<file path="src/rtl/pipe_ctrl_unit_pkg.sv">
// Shared definitions for the pipeline hazard / branch controller.
// Holds the data-processing opcodes that change source/destination use,
// the coarse instruction class, the ARM condition codes and the layout of
// one in-flight tracking slot.
package pipe_ctrl_unit_pkg;

    localparam logic [3:0] OP_TST = 4'b1000;
    localparam logic [3:0] OP_TEQ = 4'b1001;
    localparam logic [3:0] OP_CMP = 4'b1010;
    localparam logic [3:0] OP_CMN = 4'b1011;
    localparam logic [3:0] OP_MOV = 4'b1101;
    localparam logic [3:0] OP_MVN = 4'b1111;

    localparam logic [3:0] CC_EQ = 4'h0;
    localparam logic [3:0] CC_NE = 4'h1;
    localparam logic [3:0] CC_CS = 4'h2;
    localparam logic [3:0] CC_CC = 4'h3;
    localparam logic [3:0] CC_MI = 4'h4;
    localparam logic [3:0] CC_PL = 4'h5;
    localparam logic [3:0] CC_VS = 4'h6;
    localparam logic [3:0] CC_VC = 4'h7;
    localparam logic [3:0] CC_HI = 4'h8;
    localparam logic [3:0] CC_LS = 4'h9;
    localparam logic [3:0] CC_GE = 4'hA;
    localparam logic [3:0] CC_LT = 4'hB;
    localparam logic [3:0] CC_GT = 4'hC;
    localparam logic [3:0] CC_LE = 4'hD;
    localparam logic [3:0] CC_AL = 4'hE;
    localparam logic [3:0] CC_NV = 4'hF;

    typedef enum logic [1:0] {
        IT_NOP,
        IT_DP,
        IT_MEM,
        IT_BR
    } instr_type_e;

    // has_rd separates "occupies the slot" from "writes a register"
    // (compares and stores are valid but produce nothing to wait on).
    typedef struct packed {
        logic        valid;
        logic        has_rd;
        logic [3:0]  rd;
        logic        is_load;
        logic        is_branch;
        logic [3:0]  cond;
        logic [23:0] imm24;
        logic [31:0] pc;
    } slot_t;

    // The all-zero word is the pipeline NOP even though it would otherwise
    // decode as a data-processing AND.
    function automatic instr_type_e decode_type(input logic [31:0] ins);
        instr_type_e t;
        t = IT_NOP;
        if (ins != 32'h0) begin
            case (ins[27:26])
                2'b00:   t = IT_DP;
                2'b01:   t = IT_MEM;
                2'b10:   t = IT_BR;
                default: t = IT_NOP;
            endcase
        end
        return t;
    endfunction

endpackage

</file>
<file path="src/rtl/pipe_ctrl_unit_cond_check.sv">
// ARM condition-code evaluator, purely combinational.
// Ports:
//   i_cond  condition field [31:28] of an instruction
//   i_nzcv  status flags {N,Z,C,V}
//   o_pass  1 when the instruction should execute (NV never passes)
module pipe_ctrl_unit_cond_check
    import pipe_ctrl_unit_pkg::*;
(
    input  logic [3:0] i_cond,
    input  logic [3:0] i_nzcv,
    output logic       o_pass
);
    logic w_n, w_z, w_c, w_v;

    assign w_n = i_nzcv[3];
    assign w_z = i_nzcv[2];
    assign w_c = i_nzcv[1];
    assign w_v = i_nzcv[0];

    always_comb begin
        o_pass = 1'b0;
        case (i_cond)
            CC_EQ:   o_pass = w_z;
            CC_NE:   o_pass = ~w_z;
            CC_CS:   o_pass = w_c;
            CC_CC:   o_pass = ~w_c;
            CC_MI:   o_pass = w_n;
            CC_PL:   o_pass = ~w_n;
            CC_VS:   o_pass = w_v;
            CC_VC:   o_pass = ~w_v;
            CC_HI:   o_pass = w_c & ~w_z;
            CC_LS:   o_pass = ~w_c | w_z;
            CC_GE:   o_pass = (w_n == w_v);
            CC_LT:   o_pass = (w_n != w_v);
            CC_GT:   o_pass = ~w_z & (w_n == w_v);
            CC_LE:   o_pass = w_z | (w_n != w_v);
            CC_AL:   o_pass = 1'b1;
            default: o_pass = 1'b0;
        endcase
    end

endmodule

</file>
<file path="src/rtl/pipe_ctrl_unit.sv">
// Hazard and branch-resolution controller for the 5-stage ARM core.
// Decodes the instruction in decode, tracks the EX (slot p0) and MEM
// (slot p1) occupants, stalls fetch/decode on RAW hazards, resolves
// branches sitting in EX and counts stall and flush events (saturating).
// Ports:
//   clk, rst        clock, synchronous active-high reset
//   instruction, pc decode-stage instruction and its pc (fetch + 4)
//   status_nzcv     committed {N,Z,C,V}
//   freeze          hold pc and fetch/decode register
//   flush           clear fetch/decode and decode/execute registers
//   branch_taken    redirect fetch to branch_addr
//   branch_addr     branch target, 0 when no branch is taken
//   stall_count     freeze cycles seen (saturating)
//   flush_count     taken branches seen (saturating)
module pipe_ctrl_unit
    import pipe_ctrl_unit_pkg::*;
#(
    parameter bit FORWARDING_EN = 1'b1,
    parameter int CNT_W         = 16
) (
    input  logic             clk,
    input  logic             rst,
    input  logic [31:0]      instruction,
    input  logic [31:0]      pc,
    input  logic [3:0]       status_nzcv,
    output logic             freeze,
    output logic             flush,
    output logic             branch_taken,
    output logic [31:0]      branch_addr,
    output logic [CNT_W-1:0] stall_count,
    output logic [CNT_W-1:0] flush_count
);
    slot_t            r_slot_p0;
    slot_t            r_slot_p1;
    logic [CNT_W-1:0] r_stall_cnt;
    logic [CNT_W-1:0] r_flush_cnt;

    instr_type_e w_type;
    logic [3:0]  w_op, w_rn, w_rm, w_rd;
    logic        w_use_rn, w_use_rm, w_use_rd, w_has_rd, w_is_load;
    logic        w_hit_p0, w_hit_p1, w_hazard;
    logic        w_cond_pass, w_taken, w_issue;
    logic [31:0] w_offset;
    slot_t       w_dec_slot;
    logic        w_unused_p1;

    function automatic logic [CNT_W-1:0] sat_inc(input logic [CNT_W-1:0] v);
        return (&v) ? v : v + 1'b1;
    endfunction

    function automatic logic src_hit(input logic [3:0] src, input slot_t s);
        return s.valid & s.has_rd & (s.rd == src);
    endfunction

    // ---- decode stage: source / destination usage ----
    assign w_type = decode_type(instruction);
    assign w_op   = instruction[24:21];
    assign w_rn   = instruction[19:16];
    assign w_rd   = instruction[15:12];
    assign w_rm   = instruction[3:0];

    always_comb begin
        w_use_rn  = 1'b0;
        w_use_rm  = 1'b0;
        w_use_rd  = 1'b0;
        w_has_rd  = 1'b0;
        w_is_load = 1'b0;
        case (w_type)
            IT_DP: begin
                w_use_rn = (w_op != OP_MOV) && (w_op != OP_MVN);
                w_use_rm = ~instruction[25];
                w_has_rd = (w_op != OP_TST) && (w_op != OP_TEQ) &&
                           (w_op != OP_CMP) && (w_op != OP_CMN);
            end
            IT_MEM: begin
                w_use_rn  = 1'b1;
                w_has_rd  = instruction[20];
                w_is_load = instruction[20];
                // a store reads Rd as its data operand
                w_use_rd  = ~instruction[20];
            end
            default: ;
        endcase
    end

    // With forwarding only a load still in EX cannot supply its result.
    assign w_hit_p0 = (w_use_rn & src_hit(w_rn, r_slot_p0)) |
                      (w_use_rm & src_hit(w_rm, r_slot_p0)) |
                      (w_use_rd & src_hit(w_rd, r_slot_p0));
    assign w_hit_p1 = (w_use_rn & src_hit(w_rn, r_slot_p1)) |
                      (w_use_rm & src_hit(w_rm, r_slot_p1)) |
                      (w_use_rd & src_hit(w_rd, r_slot_p1));
    assign w_hazard = FORWARDING_EN ? (w_hit_p0 & r_slot_p0.is_load)
                                    : (w_hit_p0 | w_hit_p1);

    // ---- execute stage (slot p0): branch resolution ----
    pipe_ctrl_unit_cond_check u_cond_check (
        .i_cond (r_slot_p0.cond),
        .i_nzcv (status_nzcv),
        .o_pass (w_cond_pass)
    );

    assign w_taken  = r_slot_p0.valid & r_slot_p0.is_branch & w_cond_pass;
    assign w_offset = {{6{r_slot_p0.imm24[23]}}, r_slot_p0.imm24, 2'b00};

    // A taken branch squashes decode, so it also overrides any stall.
    assign flush        = w_taken;
    assign branch_taken = w_taken;
    assign freeze       = w_hazard & ~w_taken;
    assign branch_addr  = w_taken ? (r_slot_p0.pc + 32'd4 + w_offset) : 32'd0;
    assign w_issue      = ~freeze & ~flush;

    always_comb begin
        w_dec_slot           = '0;
        w_dec_slot.valid     = w_issue;
        w_dec_slot.has_rd    = w_has_rd;
        w_dec_slot.rd        = w_rd;
        w_dec_slot.is_load   = w_is_load;
        w_dec_slot.is_branch = (w_type == IT_BR);
        w_dec_slot.cond      = instruction[31:28];
        w_dec_slot.imm24     = instruction[23:0];
        w_dec_slot.pc        = pc;
    end

    // ---- slot advance: decode -> p0 (EX) -> p1 (MEM) ----
    always_ff @(posedge clk) begin
        r_slot_p0 <= w_dec_slot;
        r_slot_p1 <= r_slot_p0;
        if (rst) begin
            r_slot_p0.valid <= 1'b0;
            r_slot_p1.valid <= 1'b0;
        end
    end

    // ---- event counters ----
    always_ff @(posedge clk) begin
        if (rst) begin
            r_stall_cnt <= '0;
            r_flush_cnt <= '0;
        end else begin
            if (freeze)  r_stall_cnt <= sat_inc(r_stall_cnt);
            if (w_taken) r_flush_cnt <= sat_inc(r_flush_cnt);
        end
    end

    assign stall_count = r_stall_cnt;
    assign flush_count = r_flush_cnt;

    // MEM slot only needs its destination fields; the rest rides along.
    assign w_unused_p1 = ^{r_slot_p1.is_load, r_slot_p1.is_branch,
                           r_slot_p1.cond, r_slot_p1.imm24, r_slot_p1.pc};

endmodule

</file>
<file path="config.mk">
export PLATFORM = sky130hd
export DESIGN_NAME = pipe_ctrl_unit
export DESIGN_NICKNAME = d
export VERILOG_FILES = /design/src/rtl/pipe_ctrl_unit_pkg.sv /design/src/rtl/pipe_ctrl_unit_cond_check.sv /design/src/rtl/pipe_ctrl_unit.sv
export SDC_FILE = /design/constraint.sdc
export NUM_CORES = 1
export LEC_CHECK = 0
export BUFFER_PORTS_ARGS = -buffer_cell sky130_fd_sc_hd__buf_2
export CORE_MARGIN = 3
export CORE_UTILIZATION = 55
export DETAILED_ROUTE_END_ITERATION = 8
export HOLD_SLACK_MARGIN = 0.15
export PLACE_DENSITY = 0.84
export SLEW_MARGIN = 20
export SYNTH_ARGS = -nofsm -noshare
export SYNTH_HDL_FRONTEND = slang
export SYNTH_SLANG_ARGS = --single-unit
</file>
<file path="constraint.sdc">
create_clock -name clk -period 5 [get_ports clk]
set_input_delay 0.25 -clock clk [delete_from_list [all_inputs] [get_ports clk]]
set_output_delay 0.25 -clock clk [all_outputs]
set_load 0.01 [all_outputs]
</file>
After elaboration in Yosys (flattened, before gate mapping)
Cells that the tools add are included.
- flip-flop bits (word level): 100
- latch bits: 0
- memory bits (writable): 0
- ROM bits: 0
- input bits: 70
- output and inout bits: 67
- word-level logic and storage cells: 91
- memories kept: 0
- add/subtract/negate cells: 4
- multipliers: 0
- div/mod/pow operators: 0
- magnitude comparators: 0
- equal/unequal tests: 30
- shift operators: 0
- muxes and demuxes: 8
- bitwise operators: 28
- reductions and logical operators: 11
- operators with widths (cell ; count):
    $add 16x1->16 const B ; 2
    $add 32x3->32 const B ; 1
    $add 32x32->32 ; 1
    $mux 32 ; 1
    $reduce_and 16->1 ; 2
    $reduce_bool 32->1 ; 1
    $eq 4x4->1 const B ; 7
    $ne 4x4->1 const B ; 6
    $eq 4x3->1 const B ; 4
    $pmux 1 s15 ; 1
    $and 1x1->1 ; 14
    $eq 4x4->1 ; 3
    $not 1->1 ; 10
    $eq 4x2->1 const B ; 2
    $eq 2x2->1 const B ; 3
    $pmux 2 s3 ; 1
    $eq 2x1->1 const B ; 2
    $eq 4x1->1 const B ; 1
    $logic_and 1x1->1 ; 4
    $logic_not 4->1 ; 1
    $or 1x1->1 ; 4
    $pmux 1 s2 ; 2
    $reduce_and 2->1 ; 2
    $logic_not 2->1 ; 1
    4 further kinds ; 5

Longest topological paths before layout
Gate-level depths: netlist (run 1).
- depth in word-level cells: 12
- mapped depth: 13
- gate-level depth less buffers: 13

Cells and area by module
A second synthesis (run 1) with hierarchy kept.
- cells, all modules: 603
- area total of the unflattened synthesis: 5397.7 µm²
- modules (own cells, without submodules) (module ; times used ; cells an instance ; area each (µm²) ; seq. area each (µm²)):
    pipe_ctrl_unit ; 1 ; 575 ; 5203.7 ; 1921.8
    pipe_ctrl_unit_cond_check ; 1 ; 28 ; 193.9 ; 0.0

Worst setup path after synthesis (run 1)
OpenSTA, ideal clock, no wires.
- path type: register to output
- start point: register r_slot_p0[3] in the netlist's numbering
- end point: output port branch_addr[29]
- data arrival time: 2.733 ns
- required time: 4.750 ns
- slack: 2.017 ns
- cell stages (with the launch flop): 12
- buffers on the path: 0
- cells stage by stage: dfxtp_1 > ha_1 > ha_1 > inv_1 > fa_1 > nand2b_1 > a21o_1 > a21o_1 > o41a_1 > o41ai_1 > xnor2_1 > nor2_1
- word-level cells in the longest chain between the ends: 3
- ends and longest elaborated chain (element ; line ; RTL):
    start: declaration ; pipe_ctrl_unit.sv:33 ; slot_t r_slot_p0;
    start signal: assignment ; pipe_ctrl_unit.sv:127 ; r_slot_p0 <= w_dec_slot;
    $add 32x3->32 ; pipe_ctrl_unit.sv:110 ; assign branch_addr = w_taken ? (r_slot_p0.pc + 32'd4 + w_offset) : 32'd0;
    $add 32x32->32 ; pipe_ctrl_unit.sv:110 ;
    $mux 32 ; pipe_ctrl_unit.sv:110 ;
    end: declaration ; pipe_ctrl_unit.sv:29 ; output logic [31:0] branch_addr,
No other way between the ends.

Worst setup path after layout (run 1)
Ends and elaborated chain as after synthesis.

==> metrics.csv, run 1 <==
stage;metric;value;unit
route;first_pass_iters;4;
timing;hold_viol_final;0;
synth;synth_warnings;0;
setup_path;cp-endpoint;branch_addr[29];
placement;dp.final_hpwl;10700;um
clocking;clkTransAtPathRegs;0.11;ns
synth;synth_area_per_cell;8.69;um2
placement;pre_cts_ws;1.47;ns
setup_path;critical_path_depth;12;
setup_path;required;4.75;ns
placement;gp_congestion;0.910;
route;viasPerCell;5.76;
clocking;cts_max_level;3;
power;pwr-share-clk;28.7;%
worst_hold_path;hold_class;input port to flop;
synth;ys_async_sr_fraction;0;%
clocking;root_buffer;clkbuf_8;
power;peakVddDrop;0.000164;V
setup_path;crit_family;compound AO/OA/AOI/OAI gates;
placement;dp.cells;868;
timing;finalCritPeriodShare;75.6;%
die;initial_utilization;57.8;%
synth;syn_area;5440;um2
timing;fin_crit;3.78;ns
setup_path;r2r_slack;2.23;ns
global_routing;antenna_found_initial;2;
clocking;clockBufferDepth;2;
synth;yosysTopAreaCell;dfxtp_1;
route;wirelength;15800;um
setup_path;cp-end-kind;output pin;
route;vias;5447;
cells_and_area;drive_above_1_share;19.8;%
clocking;clock_sinks;96;
route;wl_per_cell;16.7;um
timing;worst_hold_slack;0.259;ns
global_routing;grt_start_max_net_pins;46;
synth;synthFlopType;dfxtp_1;
route;wl_met1;6140;um
power;p_sw;569;uW
setup_path;cp_cell_sequence;ha_1, ha_1, inv_1, fa_1, nand2b_1, a21o_1, a21o_1, o41a_1, o41ai_1, xnor2_1, nor2_1, buf_2;
route;drcViolationCount;0;
placement;io_buffers;136;
timing;max_freq;264;MHz
power;p_sw_share;32.5;%
clocking;clock_latency;0.38;ns
route;met2_length;7690;um
timing;fin_tns_setup;0;ns
clocking;post_cts_buffers;0;
synth;ys_seq_area_share;35.3;%
setup_path;start_kind;flop;
timing;setup_viol;0;
setup_path;crit_type;flop to output pin;
setup_path;max_stage_delay;0.46;ns
setup_path;cp_slowest_cell;o41ai_1;
setup_path;cp.arrival;3.53;ns
flow_run;max-cap-violations;0;
placement;placed_area;6190;um2
setup_path;path_buf_inv;2;
synth;synth_most_common_cell;dfxtp_1;
clocking;tritoncts;done;
synth;netlist_instances;626;
setup_path;reg2reg_from;r_slot_p0[47];
timing;rsz0062_at_grt;no;
status;outcome;completed;
die;row_count;35;
synth;yosysTopAreaCellShare;35.3;%
setup_path;cp_max_fo;4;
die;io_pins;137;
synth;synth.area.top_cells;dfxtp_1 35%, ha_1 15%, a21oi_1 5.2%, xor2_1 4.7%, nor2_1 4.6%;
die;die_area;11100;um2
route;drt_iter0_markers;272;
die;die_w;105;um
timing;worst_slew_pin_slew;1.03;ns
cells_and_area;areaGrowthSynthToFinish;28.4;%
die;core_area;9420;um2
cells_and_area;nets;945;
setup_path;r2r_cells;6;
synth;synthTopCellsByCount;96 x dfxtp_1, 66 x nor2_1, 64 x ha_1, 56 x a21oi_1, 36 x nand2_1;
timing;skew;0.00699;ns
setup_path;startpoint;r_slot_p0[3];
power;combPwrFrac;25.0;%
power;p_int;1.18;mW
global_routing;grt_first_pass_wirelength;25500;um
global_routing;grt_overflow;0;
clocking;numCtsBuffers;9;
setup_path;r2r_end;stall_count[3];
route;detail-route-antenna-nets;0;
power;p_per_area;251;nW/um2
cells_and_area;stdcell_count;946;
timing;timing.final.ws_setup;1.22;ns
power;cellLeakagePower;3.13;nW
cells_and_area;final_area;6990;um2
synth;synth_edf_count;0;
die;die_y;105;um
power;finalPower;1.75;mW
route;top_layer;met4;
global_routing;grt_pass1_vias;5363;
synth;synthesis.nets;761;
cells_and_area;utilization;74.2;%
synth;ys_types;52;
synth;synth-seq-cells;96;
timing;relSlewSlack;30.8;%
route;dr_wl_met3;1160;um
timing;maxSlewViolCount;0;
power;power_frac_seq;46.3;%
global_routing;gr-usage-all-layers;28.3;%
[worst min-delay path, stage by stage]
cell and delay (ns):
buf_2 0.11, nand2b_1 0.09, a21oi_1 0.07, nor2_1 0.09
[power by group through the flow]
stage | combinational (mW) | sequential [mW] | clock [mW]
detailed placement | 0.386 | 0.827 | 0
floorplan | 0.280 | 0.821 | 0
global route | 0.484 | 0.815 | 0.551
global placement | 0.376 | 0.827 | 0
finish | 0.438 | 0.812 | 0.502
CTS | 0.425 | 0.810 | 0.509
[registers in the layout (all words and copies together) (netlist names)]
| name | flops |
|---|---|
| stall_count | 16 |
| flush_count | 16 |
| r_slot_p0 | 64 |
[worst min-delay path by stage]
stage                          startpoint       endpoint  cells past startpoint
after global routing      instruction[24]  r_slot_p0[66]                      4
final                     instruction[24]  r_slot_p0[66]                      4
after floorplan                     pc[0]   r_slot_p0[0]                      0
after CTS                 instruction[24]  r_slot_p0[66]                      4
after detailed placement           pc[16]  r_slot_p0[16]                      1
after global placement             pc[28]  r_slot_p0[28]                      1
[layout make-up]
cell class	count	area, um2
repair buffers	197	1290
clock inverters	7	71.3
clock buffers	9	124
fillers	673	2430
multi-input cells	485	3340
flip-flops and latches	96	1920
diodes	2	5.00
inverters	21	78.8
well taps	129	161
[routing by layer]
layer,vias up,global-route usage (%)
li1,2634,-
met5,-,0
met4,0,15.5
met1,2495,32.7
met3,67,6.43
met2,251,48.2
[logic make-up (layout without fill, tap and decap cells)]
group                    after synthesis  in the layout  share of synthesized area [%]
AND/OR/NAND/NOR                      225            225                           21.1
AO/OA/AOI/OAI                        135            135                           15.3
flip-flops                            96             96                           35.3
adder cells (fa/ha/maj)               65             65                           15.1
XOR/XNOR                              56             56                           9.01
buffers and inverters                 45            234                           3.36
multiplexers                           4              4                          0.782
other                                  0              2                              0
[timing repair]
action,CTS,global route
gates resized for setup,0,0
hold endpoints to repair,60,0
hold buffers,60,0
[cell usage in the layout (no fill, tap or decap), types with 8 or more instances in the layout]
cell type | netlist | final
a21o_1 | 10 | 10
a21oi_1 | 56 | 56
buf_2 | 5 | 136
clkbuf_8 | 0 | 9
dfxtp_1 | 96 | 96
dlygate4sd3_1 | 0 | 60
ha_1 | 64 | 64
inv_1 | 21 | 21
nand2_1 | 36 | 36
nand3_1 | 16 | 16
nand4_1 | 17 | 17
nor2_1 | 66 | 66
nor3_1 | 15 | 15
nor4_1 | 20 | 20
o211ai_1 | 8 | 8
o21ai_0 | 28 | 28
or3_1 | 11 | 11
xnor2_1 | 27 | 27
xor2_1 | 29 | 29
Power figures use the tool's default switching activity.
==> run 2, diff against run 1 <==
Settings changed: ABC_AREA set to 1, CORE_UTILIZATION 55 to 50, PLACE_DENSITY 0.84 to 0.8.
Clock period 5 ns to 3.3 ns, I/O delays scaled along.
==> metrics.csv, run 2 <==
stage;metric;value;unit;change
status;outcome;completed;;
synth;netlist_instances;839;;+34%
setup_path;cp_max_fo;4;;unchanged
cells_and_area;areaGrowthSynthToFinish;26.9;%;
placement;dp.final_hpwl;12200;um;+13%
timing;timing.final.ws_setup;0.152;ns;-1.07 ns
synth;ys_seq_area_share;31.6;%;-3.7 points
die;die_y;116;um;+10%
timing;fin_tns_setup;0;ns;unchanged
cells_and_area;layout_commonest_cell;nand2_1;;
clocking;clockBufferDepth;2;;unchanged
setup_path;crit_type;flop to output pin;;
synth;yosysTopAreaCellShare;31.6;%;-3.7 points
synth;synthesis.nets;974;;+28%
setup_path;r2r_slack;1.11;ns;-1.12 ns
cells_and_area;regArea;1920;um2;unchanged
power;p_per_area;375;nW/um2;+49%
synth;syn_area;6070;um2;+12%
route;viasPerCell;5.24;;-9.0%
power;finalPower;2.89;mW;+65%
cells_and_area;fillers;996;;+48%
worst_hold_path;min_from;instruction[24];;
global_routing;grt_pass1_vias;5640;;+5.2%
synth;synth_most_common_cell;nand2_1;;
die;initial_utilization;52.1;%;-5.7 points
route;drt_iter0_markers;599;;+120%
setup_path;cp.arrival;2.98;ns;-0.55 ns
setup_path;start_kind;flop;;
cells_and_area;final_area;7710;um2;+10%
timing;fin_crit;3.15;ns;
route;vias;6179;;+13%
placement;placed_area;6820;um2;+10%
timing;max_freq;318;MHz;
synth;synthFlopType;dfxtp_1;;
synth;synth_warnings;0;;unchanged
timing;worst_slew_pin_slew;0.567;ns;-0.462 ns
cells_and_area;nets;1166;;+23%
route;detail-route-antenna-nets;0;;unchanged
global_routing;antenna_found_initial;0;;-2
cells_and_area;layout_common_cells;189 x nand2_1, 136 x buf_2, 106 x nor2_1;;
clocking;post_cts_buffers;0;;unchanged
setup_path;r2r_cells;11;;+5
clocking;cts_max_level;3;;unchanged
route;drcViolationCount;0;;unchanged
die;die_w;116;um;+10%
clocking;root_buffer;clkbuf_16;;
timing;maxSlewViolCount;0;;unchanged
flow_run;max-cap-violations;0;;unchanged
setup_path;cp-end-kind;output pin;;
synth;synthTopCellsByCount;189 x nand2_1, 106 x nor2_1, 96 x dfxtp_1, 77 x inv_1, 73 x a21oi_1;;
synth;synth_edf_count;0;;unchanged
global_routing;gr-usage-all-layers;24.5;%;-3.8 points
synth;synth_area_per_cell;7.24;um2;-17%
synth;ys_types;45;;-13%
clocking;clkTransAtPathRegs;0.07;ns;-0.04 ns
cells_and_area;multi_input_area;3750;um2;+12%
power;peakVddDrop;0.000544;V;+230%
die;core_area;11700;um2;+24%
synth;ys_async_sr_fraction;0;%;unchanged
setup_path;required;3.13;ns;-1.62 ns
placement;pre_cts_ws;0.368;ns;-1.10 ns
timing;relSlewSlack;62.2;%;+31 points
placement;io_buffers;136;;unchanged
clocking;clock_sinks;96;;unchanged
route;wirelength;16800;um;+6.3%
route;first_pass_iters;5;;+1
cells_and_area;max_flop_register;r_slot_p0;;
global_routing;grt_overflow;0;;unchanged
synth;synth.area.top_cells;dfxtp_1 32%, ha_1 13%, nand2_1 12%, nor2_1 6.5%, a21oi_1 6.0%;;
die;io_pins;137;;unchanged
timing;hold_viol_final;0;;unchanged
clocking;clock_latency;0.34;ns;-0.04 ns
timing;rsz0062_at_grt;no;;
synth;yosysTopAreaCell;dfxtp_1;;
clocking;numCtsBuffers;9;;unchanged
timing;worst_hold_slack;0.257;ns;-0.00164 ns
cells_and_area;drive_above_1_share;17.4;%;-2.4 points
placement;dp.cells;1103;;+27%
clocking;tritoncts;done;;
die;row_count;39;;+11%
power;cellLeakagePower;3.80;nW;+21%
worst_hold_path;hold_class;input port to flop;;
global_routing;grt_start_max_net_pins;39;;-15%
timing;setup_viol;0;;unchanged
setup_path;reg2reg_from;r_slot_p0[59];;
die;die_area;13500;um2;+21%
timing;skew;0.00773;ns;+0.000731 ns
cells_and_area;antenna_cells;0;;-2
setup_path;r2r_end;flush_count[12];;
cells_and_area;utilization;66.1;%;-8.1 points
route;wl_per_cell;14.3;um;-15%
global_routing;grt_first_pass_wirelength;26800;um;+4.9%
cells_and_area;largest_reg_flops;64;;unchanged
worst_hold_path;hold_end;r_slot_p0[66];;
worst_hold_path;hold_depth;4;;unchanged
synth;synth-seq-cells;96;;unchanged
placement;gp_congestion;0.922;;+1.4%
timing;finalCritPeriodShare;95.4;%;
cells_and_area;stdcell_count;1179;;+25%
[run 2: cell types whose count changed in the layout (fill, tap and decap cells not counted), moves of 11 or more]
cell / change
or3_1: -11
a21oi_1: +17
nand2_1: +153
nor2_1: +40
inv_1: +56
nor4_1: -11
xnor2_1: -11
nand3_1: +47
[run 2: per-layer routing]
layer,GRT usage (%),up-vias,wire length (um)
met5,0,-,0
met4,6.19,0,231
met3,3.89,18,1020
met2,40.1,203,7750
met1,33.8,2768,7830
li1,-,3190,-
[run 2: logic make-up (layout without fill, tap and decap cells)]
kind of cell	after synthesis	after routing	synth area share [%]
compound gates	124	124	11.5
xor+xnor	36	36	5.19
fa+ha+maj	65	65	13.5
buf+inv	95	292	6.80
flops	96	96	31.6
simple gates	423	423	31.4
[run 2: power breakdown]
part | total, mW | internal, mW | switching [mW]
clock | 0.991 | 0.519 | 0.471
combinational | 0.671 | 0.268 | 0.403
sequential | 1.23 | 1.20 | 0.0246
total | 2.89 | 1.99 | 0.899
[run 2: critical path: stages, from the launching register on]
cell      delay [ns]
dfxtp_1         0.32
ha_1            0.27
ha_1            0.20
inv_1           0.08
fa_1            0.45
o21ai_2         0.29
a21boi_1        0.19
o21ai_1         0.27
nand2_1         0.10
nand3_1         0.11
nor2_1          0.05
nor2_1          0.13
buf_2           0.15
[run 2: how the worst max path moves through the flow]
stage,slack (ns),start,to
floorplan,0.99,r_slot_p0[3],branch_addr[27]
global placement,0.47,instruction[5],stall_count[0]
detailed placement,0.37,instruction[5],stall_count[2]
CTS,0.11,instruction[5],freeze
global route,0.01,instruction[29],freeze
finish,0.15,r_slot_p0[33],branch_addr[27]
[run 2: area by class of cell]
class                   instances  share of cell area, %
well taps                     143                   2.32
clock inverters                 7                  0.698
multi-input cells             648                   48.6
flip-flops and latches         96                   24.9
inverters                      80                   3.93
clock buffers                   9                   2.92
repair buffers                196                   16.6
[run 2: what timing repair did]
item / CTS / global route
resized for setup: 0 / 2
hold buffers: 60 / 0
endpoints found under the hold margin: 62 / 0
endpoints found under the setup margin: 0 / 16
